**src/rtl/timestep_controller.sv**
```systemverilog
// timestep_controller: decodes 10-bit instructions into per-timestep datapath enables; optional ADDI opcode under `IMM_ADD_EN.
// Latency: EXEC accept (T0) to DONE is 2 cycles for LOAD/MOV/illegal, 4 cycles for ALU ops; enables/CLR are combinational.
// Backpressure: EXEC is ignored while BUSY or when TS!=0; a new instruction may be accepted in the DONE cycle.
module timestep_controller #(
  parameter int NREG   = 4,
  parameter int RSEL_W = 2
) (
  input  logic            CLKb,
  input  logic            CLRb,
  input  logic            EXEC,
  input  logic [9:0]      INSTR,
  input  logic [1:0]      TS,
  output logic            CLR,
  output logic            IR_LD,
  output logic [NREG-1:0] RIN,
  output logic [NREG-1:0] ROUT,
  output logic            EXT_OUT,
  output logic            ACC_LD,
  output logic            G_LD,
  output logic            G_OUT,
  output logic [2:0]      ALU_OP,
  output logic            BUSY,
  output logic            DONE,
  output logic            ILLEGAL,
  output logic            TS_ERR
);

  typedef enum logic {S_IDLE, S_RUN} state_t;

  localparam logic [3:0] OP_LOAD = 4'd0;
  localparam logic [3:0] OP_MOV  = 4'd1;
  localparam logic [3:0] OP_ADD  = 4'd2;
  localparam logic [3:0] OP_XOR  = 4'd6;
  localparam logic [3:0] OP_NOT  = 4'd7;
  localparam logic [3:0] OP_ADDI = 4'd8;

  state_t     state, state_nxt;
  logic [9:2] ir, ir_nxt;
  logic [1:0] exp_ts, exp_nxt;
  logic       done_q, done_nxt;
  logic       ill_q, ill_nxt;
  logic       err_q, err_nxt;

  // The two low instruction bits are reserved and never decoded.
  logic unused_rsvd;
  assign unused_rsvd = ^INSTR[1:0];

  logic [3:0]        op;
  logic [RSEL_W-1:0] rx, ry;
  assign op = ir[9:6];
  assign rx = ir[4 +: RSEL_W];
  assign ry = ir[2 +: RSEL_W];

  function automatic logic [NREG-1:0] sel(input logic [RSEL_W-1:0] idx);
    sel      = '0;
    sel[idx] = 1'b1;
  endfunction

  logic            is_two_op, is_addi, is_3step;
  logic [NREG-1:0] d_rin, d_rout;
  logic            d_ext, d_acc, d_gld, d_gout, d_last, d_ill;
  logic [2:0]      d_alu;

  // Enables for the current timestep, assuming TS matches the expected step.
  always_comb begin
    d_rin  = '0;
    d_rout = '0;
    d_ext  = 1'b0;
    d_acc  = 1'b0;
    d_gld  = 1'b0;
    d_gout = 1'b0;
    d_alu  = 3'b000;
    d_last = 1'b0;
    d_ill  = 1'b0;
    is_two_op = (op >= OP_ADD) && (op <= OP_XOR);
`ifdef IMM_ADD_EN
    is_addi = (op == OP_ADDI);
`else
    is_addi = 1'b0;
`endif
    is_3step = is_two_op || (op == OP_NOT) || is_addi;
    if (op == OP_LOAD) begin
      d_ext  = 1'b1;
      d_rin  = sel(rx);
      d_last = 1'b1;
    end else if (op == OP_MOV) begin
      d_rout = sel(ry);
      d_rin  = sel(rx);
      d_last = 1'b1;
    end else if (is_3step) begin
      case (exp_ts)
        2'd1: begin
          d_rout = sel(rx);
          d_acc  = 1'b1;
        end
        2'd2: begin
          d_gld = 1'b1;
          if (is_two_op) begin
            d_rout = sel(ry);
            d_alu  = 3'(op - OP_ADD);
          end else if (is_addi) begin
            d_ext = 1'b1;
          end else begin
            d_alu = 3'b101;
          end
        end
        2'd3: begin
          d_gout = 1'b1;
          d_rin  = sel(rx);
          d_last = 1'b1;
        end
        default: ;
      endcase
    end else begin
      d_last = 1'b1;
      d_ill  = 1'b1;
    end
  end

  always_comb begin
    state_nxt = state;
    ir_nxt    = ir;
    exp_nxt   = exp_ts;
    done_nxt  = 1'b0;
    ill_nxt   = 1'b0;
    err_nxt   = err_q;
    CLR       = 1'b1;
    IR_LD     = 1'b0;
    RIN       = '0;
    ROUT      = '0;
    EXT_OUT   = 1'b0;
    ACC_LD    = 1'b0;
    G_LD      = 1'b0;
    G_OUT     = 1'b0;
    ALU_OP    = 3'b000;
    if (CLRb) begin
      case (state)
        S_IDLE: begin
          if (EXEC && (TS == 2'd0)) begin
            IR_LD     = 1'b1;
            CLR       = 1'b0;
            ir_nxt    = INSTR[9:2];
            exp_nxt   = 2'd1;
            state_nxt = S_RUN;
          end
        end
        S_RUN: begin
          // A counter that disagrees with our step count aborts with no side effects.
          if (TS != exp_ts) begin
            err_nxt   = 1'b1;
            exp_nxt   = 2'd0;
            state_nxt = S_IDLE;
          end else begin
            RIN     = d_rin;
            ROUT    = d_rout;
            EXT_OUT = d_ext;
            ACC_LD  = d_acc;
            G_LD    = d_gld;
            G_OUT   = d_gout;
            ALU_OP  = d_alu;
            if (d_last) begin
              done_nxt  = 1'b1;
              ill_nxt   = d_ill;
              exp_nxt   = 2'd0;
              state_nxt = S_IDLE;
            end else begin
              CLR     = 1'b0;
              exp_nxt = exp_ts + 2'd1;
            end
          end
        end
        default: state_nxt = S_IDLE;
      endcase
    end
  end

  always_ff @(negedge CLKb) begin
    if (!CLRb) begin
      state  <= S_IDLE;
      ir     <= '0;
      exp_ts <= 2'd0;
      done_q <= 1'b0;
      ill_q  <= 1'b0;
      err_q  <= 1'b0;
    end else begin
      state  <= state_nxt;
      ir     <= ir_nxt;
      exp_ts <= exp_nxt;
      done_q <= done_nxt;
      ill_q  <= ill_nxt;
      err_q  <= err_nxt;
    end
  end

  assign BUSY    = (state == S_RUN);
  assign DONE    = done_q;
  assign ILLEGAL = ill_q;
  assign TS_ERR  = err_q;

endmodule

```
**config.mk**
```make
export PLATFORM = sky130hd
export DESIGN_NAME = timestep_controller
export DESIGN_NICKNAME = d
export VERILOG_FILES = /design/src/rtl/timestep_controller.sv
export SDC_FILE = /design/constraint.sdc
export NUM_CORES = 1
export LEC_CHECK = 0
export CAP_MARGIN = 15
export CELL_PAD_IN_SITES_DETAIL_PLACEMENT = 0
export CELL_PAD_IN_SITES_GLOBAL_PLACEMENT = 1
export CORE_MARGIN = 2
export CORE_UTILIZATION = 30
export DETAILED_ROUTE_END_ITERATION = 8
export PLACE_DENSITY_LB_ADDON = 0.08
export REMOVE_ABC_BUFFERS = 1
export SYNTH_ARGS = -nofsm -noshare
export SYNTH_HDL_FRONTEND = slang
export SYNTH_SLANG_ARGS = --single-unit
```
**constraint.sdc**
```tcl
create_clock -name CLKb -period 2.6 [get_ports CLKb]
set_clock_uncertainty 0.2 [all_clocks]
set_input_delay 0.52 -clock CLKb [delete_from_list [all_inputs] [get_ports CLKb]]
set_output_delay 0.52 -clock CLKb [all_outputs]
set_load 0.05 [all_outputs]
```
==> summary.txt, run 1 <==
Status - finished with violations
Failing checks - negative setup slack
Post-synthesis register bit count - 14
H-tree Lvls - 1
CORE AREA - 3050 um^2
Slew headroom - 0.707
Final net count - 242
DRT Pass-1 Iters - 4
Die area - 3690 um^2
Root Driver - clkbuf_4
Reg power frac - 0.358
CP Buf/Inv Count - 2
Hold Path End - TS_ERR
FF-to-FF Start - exp_ts[1]
Hold Crit Class - reg -> reg
Die width - 60.7 um
Worst r2r path cells - 8
Post-Synth XOR/XNOR Area - 0.0337
CP peak stage delay - 0.54 ns
Placed cell count - 233
Chip height - 60.7 um
Synth warn - 0
GRT overflow - 0
Flop-to-flop setup slack - 0.78 ns
Part of the power in combinational logic - 0.276
Multi-input gate area - 886 um^2
Largest family of logic cells by synthesized area - simple AND/OR/NAND/NOR gates
ANT cells - 0
Leak pwr - 1.03 nW
Worst VDD drop - 0.000248 V
Crit-path cells - buf_6 > xnor2_4 > nand4_4 > or4_1 > a21bo_1 > buf_12
ANT nets after route - 0
Sw Ratio - 0.362
Slowest-stage cell, CP - or4_1
DRC viols - 0
Largest delay share family, worst path - simple AND/OR/NAND/NOR gates
Setup ws final - -1.52 ns
Leading cell types in the layout, fill and taps excluded - buf_4, buf_12, buf_6
Avg Vias per Cell - 4.97
Setup violations, final - 33
Critical-path maximum fanout - 4
FF-to-FF End - exp_ts[1]
Min Hold Slack - 0.306 ns
CTS Sinks - 14
Non-filler cells, final - 266
Simple-gate share of the synthesized area - 0.339
Critical path origin - exp_ts[1]
Reg clk slew, reported paths - 0.06 ns
Critical path type - reg -> out
Commonest non-fill, non-tap cell in the layout - buf_4
Fill cells - 200
Slew @ Worst Pin - 0.436 ns
Largest net degree at the start of global routing - 9
First-pass GRT wire length - 6.01 mm
Startpoint types - register
Vias in the first global route - 1303
Clock power frac - 0.366
Vias after detailed routing - 1321
Netlist Area Pre-Place - 966 um^2
WL per Instance - 15.3 um
Routability congestion estimate - 0.877
Internal power - 0.000406 W
Setup WS pre-CTS - -1.42 ns
Post-CTS Hold Fix Bufs - 0
Num CTS Buffers - 3
Worst skew pair latency - 0.39 ns
Tot GR Track Use - 0.221
CTS Buffer Depth - 2
CTS tree - yes
Total power - 0.000637 W
Post-synthesis sequential area ratio - 0.290
CP endpoint kind - output pin
Pins Over Slew Limit - 0
Starting DRT DRC Count - 50
Pwr Density - 262 nW/um^2
Initial core utilization - 0.316
Worst hold stages - 2
Synth Area in Compound Gates - 0.236
Hold_sp - TS_ERR
Area growth, synth to finish - 151%
Register area - 293 um^2
Final WL - 4.07 mm
Adder-Cell Fraction of Synth Area - 0.0518
Antenna violations before repair - 0
Port Buffers - 33
Post-Synthesis Cells - 116
Sw Pwr - 0.000231 W
Count of different cell masters after synthesis - 43
Max Cap Viol - 0
Unrepaired setup endpoints after global routing - yes
Detailed Place HPWL - 2.33 mm
# rows - 20
Final hold vios - 0
Mux share of post-synthesis cell area - 0
Num ports - 36
Mapped Avg Cell Area - 8.33 um^2
Worst Path Required - 1.88 ns
Arr. time, crit path - 3.40 ns
Share of cells above drive strength 1 - 0.617
-- metal layers --
layer	share of wire	GRT usage	vias to the layer above
li1	-	-	634
met1	0.40	0.262	628
met2	0.52	0.363	46
met3	0.053	0.0768	13
met4	0.028	0.0932	0
met5	0	0	-
-- state kept, by name, summed over array words and instances (netlist names) --
register and flops:
TS_ERR 1, ILLEGAL 1, ir 8, DONE 1, exp_ts 2, BUSY 1
-- cells by family (layout without fill, tap and decap cells) --
logic type | count (synthesis) | count (layout)
flops | 14 | 14
compound gates | 29 | 29
xor+xnor | 2 | 2
fa+ha+maj | 4 | 4
buf+inv | 10 | 116
simple gates | 57 | 57
-- worst register-to-register path, cell delays in order (launching register included) --
cell and delay [ns]:
dfxtp_2 0.34, buf_6 0.14, xnor2_4 0.18, buf_6 0.13, and4_4 0.26, buf_12 0.12, nand2_8 0.06, buf_6 0.12
o31ai_2 0.18
-- power by group through the flow --
stage                     sequential [W]  combinational [W]   clock, W
after floorplan                 0.000237          0.0000372  0.0000354
after global placement          0.000230           0.000115  0.0000354
after detailed placement        0.000230           0.000117  0.0000354
after CTS                       0.000227           0.000154   0.000237
after global routing            0.000228           0.000185   0.000268
final                           0.000228           0.000176   0.000233
-- area by class of cell --
type	instances	area share
repair buffers	93	0.451
multi-input cells	92	0.365
flip-flops and latches	14	0.121
clock inverters	15	0.0237
well taps	44	0.0227
clock buffers	3	0.00928
inverters	5	0.00773
-- how the worst max path moves through the flow --
stage                 to  slack (ns)  depth (start not counted)
5_1_grt          ROUT[1]       -1.57                          7
3_5_place_dp     ROUT[1]       -1.42                          7
2_1_floorplan  ALU_OP[1]       -2.15                          2
3_3_place_gp     ROUT[1]       -1.35                          7
4_1_cts          ROUT[1]       -1.47                          5
6_report         ROUT[2]       -1.52                          6
-- Yosys cell counts (all sizes together) --
library cell / number / area share
nand2: 23 / 0.089
dfxtp: 14 / 0.29
a21boi: 8 / 0.062
nor2: 7 / 0.027
inv: 6 / 0.023
nor3: 5 / 0.026
ha: 4 / 0.052
a21oi: 3 / 0.016
and3: 3 / 0.019
buf: 3 / 0.022
nand2b: 3 / 0.019
nor4b: 3 / 0.043
a31o: 2 / 0.018
nand3: 2 / 0.010
nor2b: 2 / 0.013
nor3b: 2 / 0.016
o21a: 2 / 0.016
o21bai: 2 / 0.019
xnor2: 2 / 0.034
a2111oi: 1 / 0.0091
a211o: 1 / 0.0091
a21bo: 1 / 0.010
a21o: 1 / 0.0078
a311o: 1 / 0.010
a311oi: 1 / 0.0091
a31oi: 1 / 0.0065
a41o: 1 / 0.010
and2: 1 / 0.0065
and4: 1 / 0.0091
clkbuf: 1 / 0.0039
nand3b: 1 / 0.0078
nand4: 1 / 0.022
nand4b: 1 / 0.0091
o21ai: 1 / 0.0052
o2bb2ai: 1 / 0.0091
o311a: 1 / 0.010
o31ai: 1 / 0.0078
or4: 1 / 0.0078
or4b: 1 / 0.014
-- metrics by stage --
step | cell area [um^2] | TNS (ns) | utilization
after floorplan | 941 | -27.29 | -
after global placement | 1870 | -28.28 | 0.611
after detailed placement | 1870 | -29.13 | 0.611
after CTS | 2330 | -23.98 | 0.764
after global routing | 2430 | -26.59 | 0.795
final | 2430 | -25.10 | 0.795
-- timing repair --
action,in CTS,in global routing
endpoints found under the hold margin,0,0
resized for setup,93,14
gates cloned,1,0
setup endpoints to repair,35,33
pin swaps,25,13
setup buffers,10,8
No activity file was read; power rests on OpenSTA's default activity.
==> run 2, diff against run 1 <==
--- a/config.mk
+++ b/config.mk
@@ -10,6 +10,7 @@
 export CELL_PAD_IN_SITES_GLOBAL_PLACEMENT = 1
 export CORE_MARGIN = 2
 export CORE_UTILIZATION = 30
+export CTS_CLUSTER_SIZE = 25
 export DETAILED_ROUTE_END_ITERATION = 8
 export PLACE_DENSITY_LB_ADDON = 0.08
 export REMOVE_ABC_BUFFERS = 1
==> results of run 2 <==
The final DEF is identical to that of run 1; final timing and power are the same.
